<file path="config.mk">
export PLATFORM = sky130hd
export DESIGN_NAME = bram_write_sched
export DESIGN_NICKNAME = d
export VERILOG_FILES = /design/src/rtl/bram_write_sched_pkg.sv /design/src/rtl/bram_write_sched_rr_arb2.sv /design/src/rtl/bram_write_sched.sv
export SDC_FILE = /design/constraint.sdc
export NUM_CORES = 1
export LEC_CHECK = 0
export ABC_AREA = 1
export CAP_MARGIN = 15
export CORE_MARGIN = 2
export CORE_UTILIZATION = 25
export DETAILED_ROUTE_END_ITERATION = 7
export DONT_BUFFER_PORTS = 1
export PLACE_DENSITY = 0.43
export SLEW_MARGIN = 20
export SYNTH_ARGS = -nofsm -noshare
export SYNTH_HDL_FRONTEND = slang
export SYNTH_SLANG_ARGS = --single-unit
</file>
<file path="constraint.sdc">
create_clock -name clk -period 1.9 [get_ports clk]
set_input_delay 0.38 -clock clk [delete_from_list [all_inputs] [get_ports clk]]
set_output_delay 0.38 -clock clk [all_outputs]
set_load 0.01 [all_outputs]
</file>
<file path="src/rtl/bram_write_sched_pkg.sv">
// bram_wr_pkg: shared state encoding and default geometry for the BRAM write scheduler.
package bram_wr_pkg;
  typedef enum logic [1:0] {IDLE, SETUP, STROBE, HOLD} state_t;
  localparam int NBANKS_DEF = 8;
  localparam int BANK_AW_DEF = 10;
  localparam int DW_DEF = 8;
  // Bank index sits directly above the in-bank address in the request address.
  localparam int BANK_W = 3;
  localparam int BANK_LSB_DEF = BANK_AW_DEF;
  localparam int BANK_MSB_DEF = BANK_AW_DEF + BANK_W - 1;
endpackage

</file>
<file path="src/rtl/bram_write_sched_rr_arb2.sv">
// rr_arb2: two-requester round-robin arbiter; a tie goes to the requester not granted last.
module rr_arb2 (
  input  logic       clk,
  input  logic       reset,
  input  logic [1:0] valid,
  input  logic       advance,
  output logic [1:0] grant
);
  logic last_grant;
  always_ff @(posedge clk)
    if (reset) last_grant <= 1'b1;
    else if (advance) last_grant <= grant[1];
  assign grant = (valid == 2'b11) ? (last_grant ? 2'b01 : 2'b10) : valid;
endmodule

</file>
<file path="src/rtl/bram_write_sched.sv">
// bram_write_sched: arbitrates two byte writers onto the banked framebuffer BRAM write port.
// Define BRAM_WR_BLANK_ONLY_EN to accept new writes only during the blanking interval.
module bram_write_sched
  import bram_wr_pkg::*;
#(
  parameter int NBANKS = NBANKS_DEF,
  parameter int BANK_AW = BANK_AW_DEF,
  parameter int DW = DW_DEF,
  parameter int STROBE_CYCLES = 2,
  parameter int HOLD_CYCLES = 2
) (
  input  logic                      clk,
  input  logic                      reset,
  input  logic                      req0_valid,
  input  logic [BANK_AW+BANK_W-1:0] req0_addr,
  input  logic [DW-1:0]             req0_data,
  output logic                      req0_ready,
  input  logic                      req1_valid,
  input  logic [BANK_AW+BANK_W-1:0] req1_addr,
  input  logic [DW-1:0]             req1_data,
  output logic                      req1_ready,
  input  logic                      blank,
  output logic [BANK_AW-1:0]        wr_addr,
  output logic [DW-1:0]             wr_data,
  output logic [NBANKS-1:0]         wr_strobe,
  output logic                      busy
);
  localparam int CW = $clog2(STROBE_CYCLES > HOLD_CYCLES ? STROBE_CYCLES : HOLD_CYCLES) + 1;
  state_t state, state_n;
  logic [CW-1:0] cnt, cnt_n;
  logic [BANK_W-1:0] cap_bank;
  logic [1:0] eligible, grant;
  logic live, accept;
`ifdef BRAM_WR_BLANK_ONLY_EN
  assign eligible = {req1_valid, req0_valid} & {2{blank}};
`else
  logic unused_blank;
  assign unused_blank = blank;
  assign eligible = {req1_valid, req0_valid};
`endif
  rr_arb2 u_arb (
    .clk(clk),
    .reset(reset),
    .valid(eligible),
    .advance(accept),
    .grant(grant)
  );
  assign live = (state == IDLE) && !reset;
  assign accept = live && (|grant);
  assign {req1_ready, req0_ready} = grant & {2{live}};
  assign busy = state != IDLE;
  assign wr_strobe = (state == STROBE && 32'(cap_bank) < NBANKS) ?
                     {{(NBANKS-1){1'b0}}, 1'b1} << cap_bank : '0;
  always_comb begin
    state_n = state;
    cnt_n = cnt;
    case (state)
      IDLE: state_n = accept ? SETUP : IDLE;
      SETUP: begin
        state_n = STROBE;
        cnt_n = CW'(STROBE_CYCLES - 1);
      end
      STROBE: begin
        state_n = (cnt == '0) ? HOLD : STROBE;
        cnt_n = (cnt == '0) ? CW'(HOLD_CYCLES - 1) : cnt - 1'b1;
      end
      HOLD: begin
        state_n = (cnt == '0) ? IDLE : HOLD;
        cnt_n = (cnt == '0) ? cnt : cnt - 1'b1;
      end
      default: state_n = IDLE;
    endcase
  end
  always_ff @(posedge clk)
    if (reset) begin
      state <= IDLE;
      cnt <= '0;
      cap_bank <= '0;
      wr_addr <= '0;
      wr_data <= '0;
    end else begin
      state <= state_n;
      cnt <= cnt_n;
      if (accept) begin
        {cap_bank, wr_addr} <= grant[1] ? req1_addr : req0_addr;
        wr_data <= grant[1] ? req1_data : req0_data;
      end
    end
endmodule

</file>
==> metrics, run 1 <==
Syn Std Cell Area 1510 sq um; Setup Skew 5.40 ps; clk buf depth 2; Layout Area Growth over Synthesis 5.82%; met2 Usage GRT 20.6%; clock sink total 26; Final Hold Viols 0; total global-route track usage 12.2%; Register Area 522 sq um; DRT Pass-1 Iters 4; Power Density 1310 nW/um^2; Compound-Gate Fraction of Synth Area 2.66%; measured slew at the worst slew-check pin 426 ps; # diodes 0; core box area 5890 sq um; Iter 0 DRT Violations 33; period utilization 93.3%; post-route minimum period 1770 ps; Post-synth EDFFs 0; GP Congestion 0.775; Slew HR 71.6%; Synth area leaders dfxtp_1 35%, nand2_1 25%, nand3_1 16%; Root Driver clkbuf_8; DRT antenna net count 0; status finished clean; Slew Viols, Final 0; Routed WL per cell 12.9 um; critical path class flip-flop to output pin; vias in the first global route 1280; placed cell area 1530 sq um; sequential area share after synthesis 34.6%; cell type with the largest total area after synthesis dfxtp_1; crit-path cells inv_2, ha_4, inv_1, or2_2, nor2_2; H-tree depth 1; Setup WS post-layout 127 ps; Critical Path Start Type flip-flop; # rows 28; Peak Freq 0.564 GHz; post-synth top area share 34.6%; post-synth net total 289; final wirelength 3930 um; count leader, synth nand2_1; met3 Track Usage GR 2.64%; # port buffers 0; Critical-path top delay cell dfxtp_1; data required time of the worst path 1520 ps; die height 81.6 um; ratio of cells with drive above 1 in the final layout 9.61%; synthesized flop and latch total 26; MaxCap Viol Count 0; first-pass GRT wire length 6220 um; Inserted Clock Buffers 3; nets@finish 284; vias 1389; routed vias/inst 4.57; Avg Cell Area, Syn 6.38 sq um; Multi-input gate area 831 sq um; HPWL after DPL 2860 um; multiplexer area fraction after synthesis 0%; Filler Cell Count 683; worst-path fanout max 5; Design Area, Final 1590 sq um; grt met1 use 15.6%; Post-synth top cells 99 x nand2_1, 48 x nand3_1, 26 x dfxtp_1, 20 x inv_1, 9 x nor2_1; RSZ-0062 raised after global routing false; TritonCTS clock tree done; total grt overflow 0; GRT busiest layer met2; simple-gate share of the synthesized area 46.1%; Worst Hold Class primary input to flip-flop; Crit path largest cell delay 340 ps; setup TNS 0 ps; setup bufs post-CTS 0; Adder-Cell Fraction of Synth Area 4.99%; Synth Warn # 0; Die X 81.6 um; arrival time worst endpoint 1390 ps; cell leakage power 0.819 nW; full die area 6660 sq um; Initial Util 25.6%; Residual DRC 0; Syn Inst Count 236; initial antenna violation count 0; Final Setup Violations 0; XOR/XNOR share of the synthesized area 0%; Worst-path clk slew 90 ps; largest family of logic cells by synthesized area simple AND/OR/NAND/NOR gates; prevailing post-synth register cell dfxtp_1; nature of the critical path endpoint output pin; Synth cell types 18; IO Pins 76; largest net degree at the start of global routing 26; ys async rst share 0%; Place WS 270 ps; worst IR drop on VDD 0.418 mV; Clk Latency, worst-skew pair 270 ps
[metal layers]
layer / vias to the layer above / wire [um] / part of all wire [%]
met2: 51 / 1720 / 44
li1: 726 / - / -
met1: 610 / 1890 / 48
met4: 0 / 15 / 0.38
met3: 2 / 296 / 7.5
met5: - / 0 / 0
[sequential cells by signal, indices dropped and copies added, names as in the netlist]
signal,count
state,2
wr_addr,10
wr_data,8
cnt,2
cap_bank,3
u_arb.last_grant,1
[final timing paths]
kind	from	endpoint	slack, ps	depth (start not counted)
worst max-delay path	state[0]	wr_strobe[0]	130	5
worst min-delay path	reset	cnt[0]	160	1
worst max register to register	state[0]	cap_bank[2]	370	8
worst min register to register	u_arb.last_grant	u_arb.last_grant	480	2
[through the flow]
stage,util [%],instances,total power [mW],hold slack (ps)
2_1_floorplan,-,236,1.62,448
6_report,27.1,304,2.09,162
3_5_place_dp,26.0,301,1.77,452
3_3_place_gp,26.0,301,1.76,452
5_1_grt,27.1,304,2.30,142
4_1_cts,26.7,304,2.10,150
[power by group]
part           internal, mW  switching, mW  total (mW)  leakage, nW
combinational         0.276          0.522       0.799        0.581
clock                 0.142          0.176       0.318       0.0216
sequential            0.753          0.219       0.971        0.216
total                  1.17          0.916        2.09        0.819
[cell usage in the layout (no fill, tap or decap)]
cell type	instances
a21oi_1	3
buf_4	3
nor2_4	2
ha_1	5
or2_2	1
nand2_2	3
a21oi_2	1
nand3_1	48
dfxtp_1	25
ha_4	1
o21ai_0	2
nor2_2	4
clkbuf_8	3
a31oi_1	1
inv_1	19
nand2_1	99
dfxtp_2	1
nor2_1	5
inv_2	3
[what timing repair did]
action | CTS | global route
hold buffers | 0 | 0
setup endpoints to repair | 4 | 4
resized for setup | 0 | 8
[cells by family after synthesis]
group,count (synthesis)
fa+ha+maj,6
flops,26
buf+inv,35
simple gates,162
compound gates,7
[worst max-delay path, delay by kind of cell (launching register included)]
kind	cells	cell delay, ps
adders and majority gates	1	160
buffers and inverters	2	150
and+or+nand+nor	2	480
DFF	1	340
[final cells by class]
type	instances	share of cell area [%]
clock buffer	3	2.59
sequential	26	32.8
inverter	22	5.18
timing repair buffer	3	1.41
multi-input combinational	175	52.2
tap	75	5.89
Note: power is estimated with default switching activity, not from simulation.
==> run 2: changes to the inputs <==
--- a/config.mk
+++ b/config.mk
@@ -7,6 +7,7 @@
 export LEC_CHECK = 0
 export ABC_AREA = 1
 export CAP_MARGIN = 15
+export CORE_ASPECT_RATIO = 1.4
 export CORE_MARGIN = 2
 export CORE_UTILIZATION = 25
 export DETAILED_ROUTE_END_ITERATION = 7
==> run 2 against run 1 <==
  * Sequential share of layout area decreased by 0.58 points
  * Design area increased by 1.6%
  * Combinational power decreased by 1%
  * Non-clock buffer count unchanged
  * Sequential cell count unchanged
  * Clock skew increased by 2.4 ps
  * Via count decreased by 1.6%
  * Register-to-register slack improved by 50 ps
  * Critical path depth unchanged
  * Core utilization increased by 0.73 points
  * Hold slack improved by 6.1 ps
  * Cell count decreased by 1.3%
  * Critical endpoint is now wr_strobe[1]
  * Highest routed layer unchanged
==> metrics, run 2 (synthesis results as in run 1) <==
status finished clean; clk buf depth 2 (unchanged); setup bufs post-CTS 0 (unchanged); Critical Path Start Type flip-flop; placed cell area 1520 sq um (-0.41%); Inserted Clock Buffers 3 (unchanged); Routed WL per cell 13.1 um (+1.1%); largest net degree at the start of global routing 26 (unchanged); total grt overflow 0 (unchanged); hold depth 1 (unchanged); full die area 6670 sq um (+0.13%); clock sink total 26 (unchanged); Worst Hold Class primary input to flip-flop; Overall Power 2.22 mW (+6.5%); nature of the critical path endpoint output pin; period utilization 93.8% (+0.45 points); worst-path fanout max 5 (unchanged); data required time of the worst path 1520 ps (about the same); MaxCap Viol Count 0 (unchanged); core box area 5820 sq um (-1.1%); routed vias/inst 4.56 (-0.27%); measured slew at the worst slew-check pin 435 ps (+9.74 ps); Residual DRC 0 (unchanged); Final Hold Viols 0 (unchanged); worst IR drop on VDD 0.365 mV (-13%); ratio of cells with drive above 1 in the final layout 9.13% (-0.48 points); commonest non-fill, non-tap cell in the layout nand2_1; H-tree depth 1 (unchanged); Die X 69.6 um (-15%); Reg2Reg Depth 8 (unchanged); Power Density 1370 nW/um^2 (+4.8%); Slew Viols, Final 0 (unchanged); Slew HR 70.9% (-0.71 points); HPWL after DPL 2840 um (-0.68%); GP Congestion 0.750 (-3.2%); # port buffers 0 (unchanged); Clk Latency, worst-skew pair 270 ps (about the same); Initial Util 25.9% (+0.28 points); most frequent cells in the layout 99 x nand2_1, 48 x nand3_1, 26 x dfxtp_1; Worst-path clk slew 90 ps (about the same); RSZ-0062 raised after global routing false; dpl cells 296 (-1.7%); cell leakage power 0.833 nW (+1.7%); Peak Freq 0.561 GHz (-0.48%); register with the most flip-flops wr_addr; IO Pins 76 (unchanged); vias 1367 (-1.6%); biggest registers after layout wr_addr (10), wr_data (8), cap_bank (3); max reg flops 10 (unchanged); DRT Pass-1 Iters 4 (unchanged); Layout Area Growth over Synthesis 7.48%; final wirelength 3920 um (-0.25%); total global-route track usage 12.1% (-0.096 points); vias in the first global route 1347 (+5.2%); Final Setup Violations 0 (unchanged); # rows 33 (+18%); Root Driver clkbuf_8; nets@finish 284 (unchanged); Iter 0 DRT Violations 62 (+88%); DRT antenna net count 0 (unchanged); Design Area, Final 1620 sq um (+1.6%); TritonCTS clock tree done; arrival time worst endpoint 1400 ps (about the same); R2R Setup Slk 420 ps (+50 ps); initial antenna violation count 0 (unchanged); Setup Skew 7.78 ps (+2.37 ps); Non-Filler Instances 300 (-1.3%); post-route minimum period 1780 ps (+8.60 ps); # diodes 0 (unchanged); first-pass GRT wire length 6370 um (+2.4%); die height 95.8 um (+17%); critical path class flip-flop to output pin
==> run 2: changes by cell type in the layout (fill, tap and decap cells not counted), sizes merged <==
cell / before / now
bufinv: 0 / 1
==> run 2: power by group <==
group          leakage, nW  total, mW  switching (mW)  internal [mW]
logic                0.582      0.790           0.516          0.273
registers            0.216      0.970           0.220          0.751
clock network       0.0357      0.463           0.181          0.282
total                0.833       2.22           0.917           1.31
==> run 2: area by class of cell <==
type,instances,area (sq um)
sequential,26,520
tap,70,87.6
timing repair buffer,3,22.5
clock inverter,1,30.0
multi-input combinational,175,833
fill,658,4200
inverter,22,82.6
clock buffer,3,41.3
==> run 2: worst paths after layout <==
kind	endpoint	start
max reg2reg	wr_addr[1]	state[1]
max	wr_strobe[1]	state[0]
min	cnt[0]	reset
min reg2reg	u_arb.last_grant	u_arb.last_grant
==> run 2: critical path: stages, from the launching register on <==
cell and delay [ps]:
dfxtp_1 330, inv_1 110, ha_2 230, inv_1 60, or2_4 270, nor2_2 140
==> run 2: metal layers <==
layer / track usage (%) / share of wire [%] / wire length [um] / vias up
met5: 0 / 0 / 0 / -
met4: 3.92 / 0.87 / 34 / 0
met3: 1.99 / 5.3 / 208 / 2
met2: 22.3 / 51 / 1980 / 42
met1: 14.3 / 43 / 1690 / 599
li1: - / - / - / 724
==> run 2: what timing repair did <==
item	CTS	global route
hold buffers	0	0
gates resized for setup	0	8
endpoints found under the setup margin	4	4
==> run 2: per-stage QoR <==
stage	util, %	hold slack [ps]	TNS (ps)	setup WS [ps]
floorplan	-	448	0	396
global placement	26.1	451	0	290
detailed placement	26.1	453	0	282
CTS	27.4	151	-122	-35.3
global route	27.8	152	0	39.7
finish	27.8	168	0	118
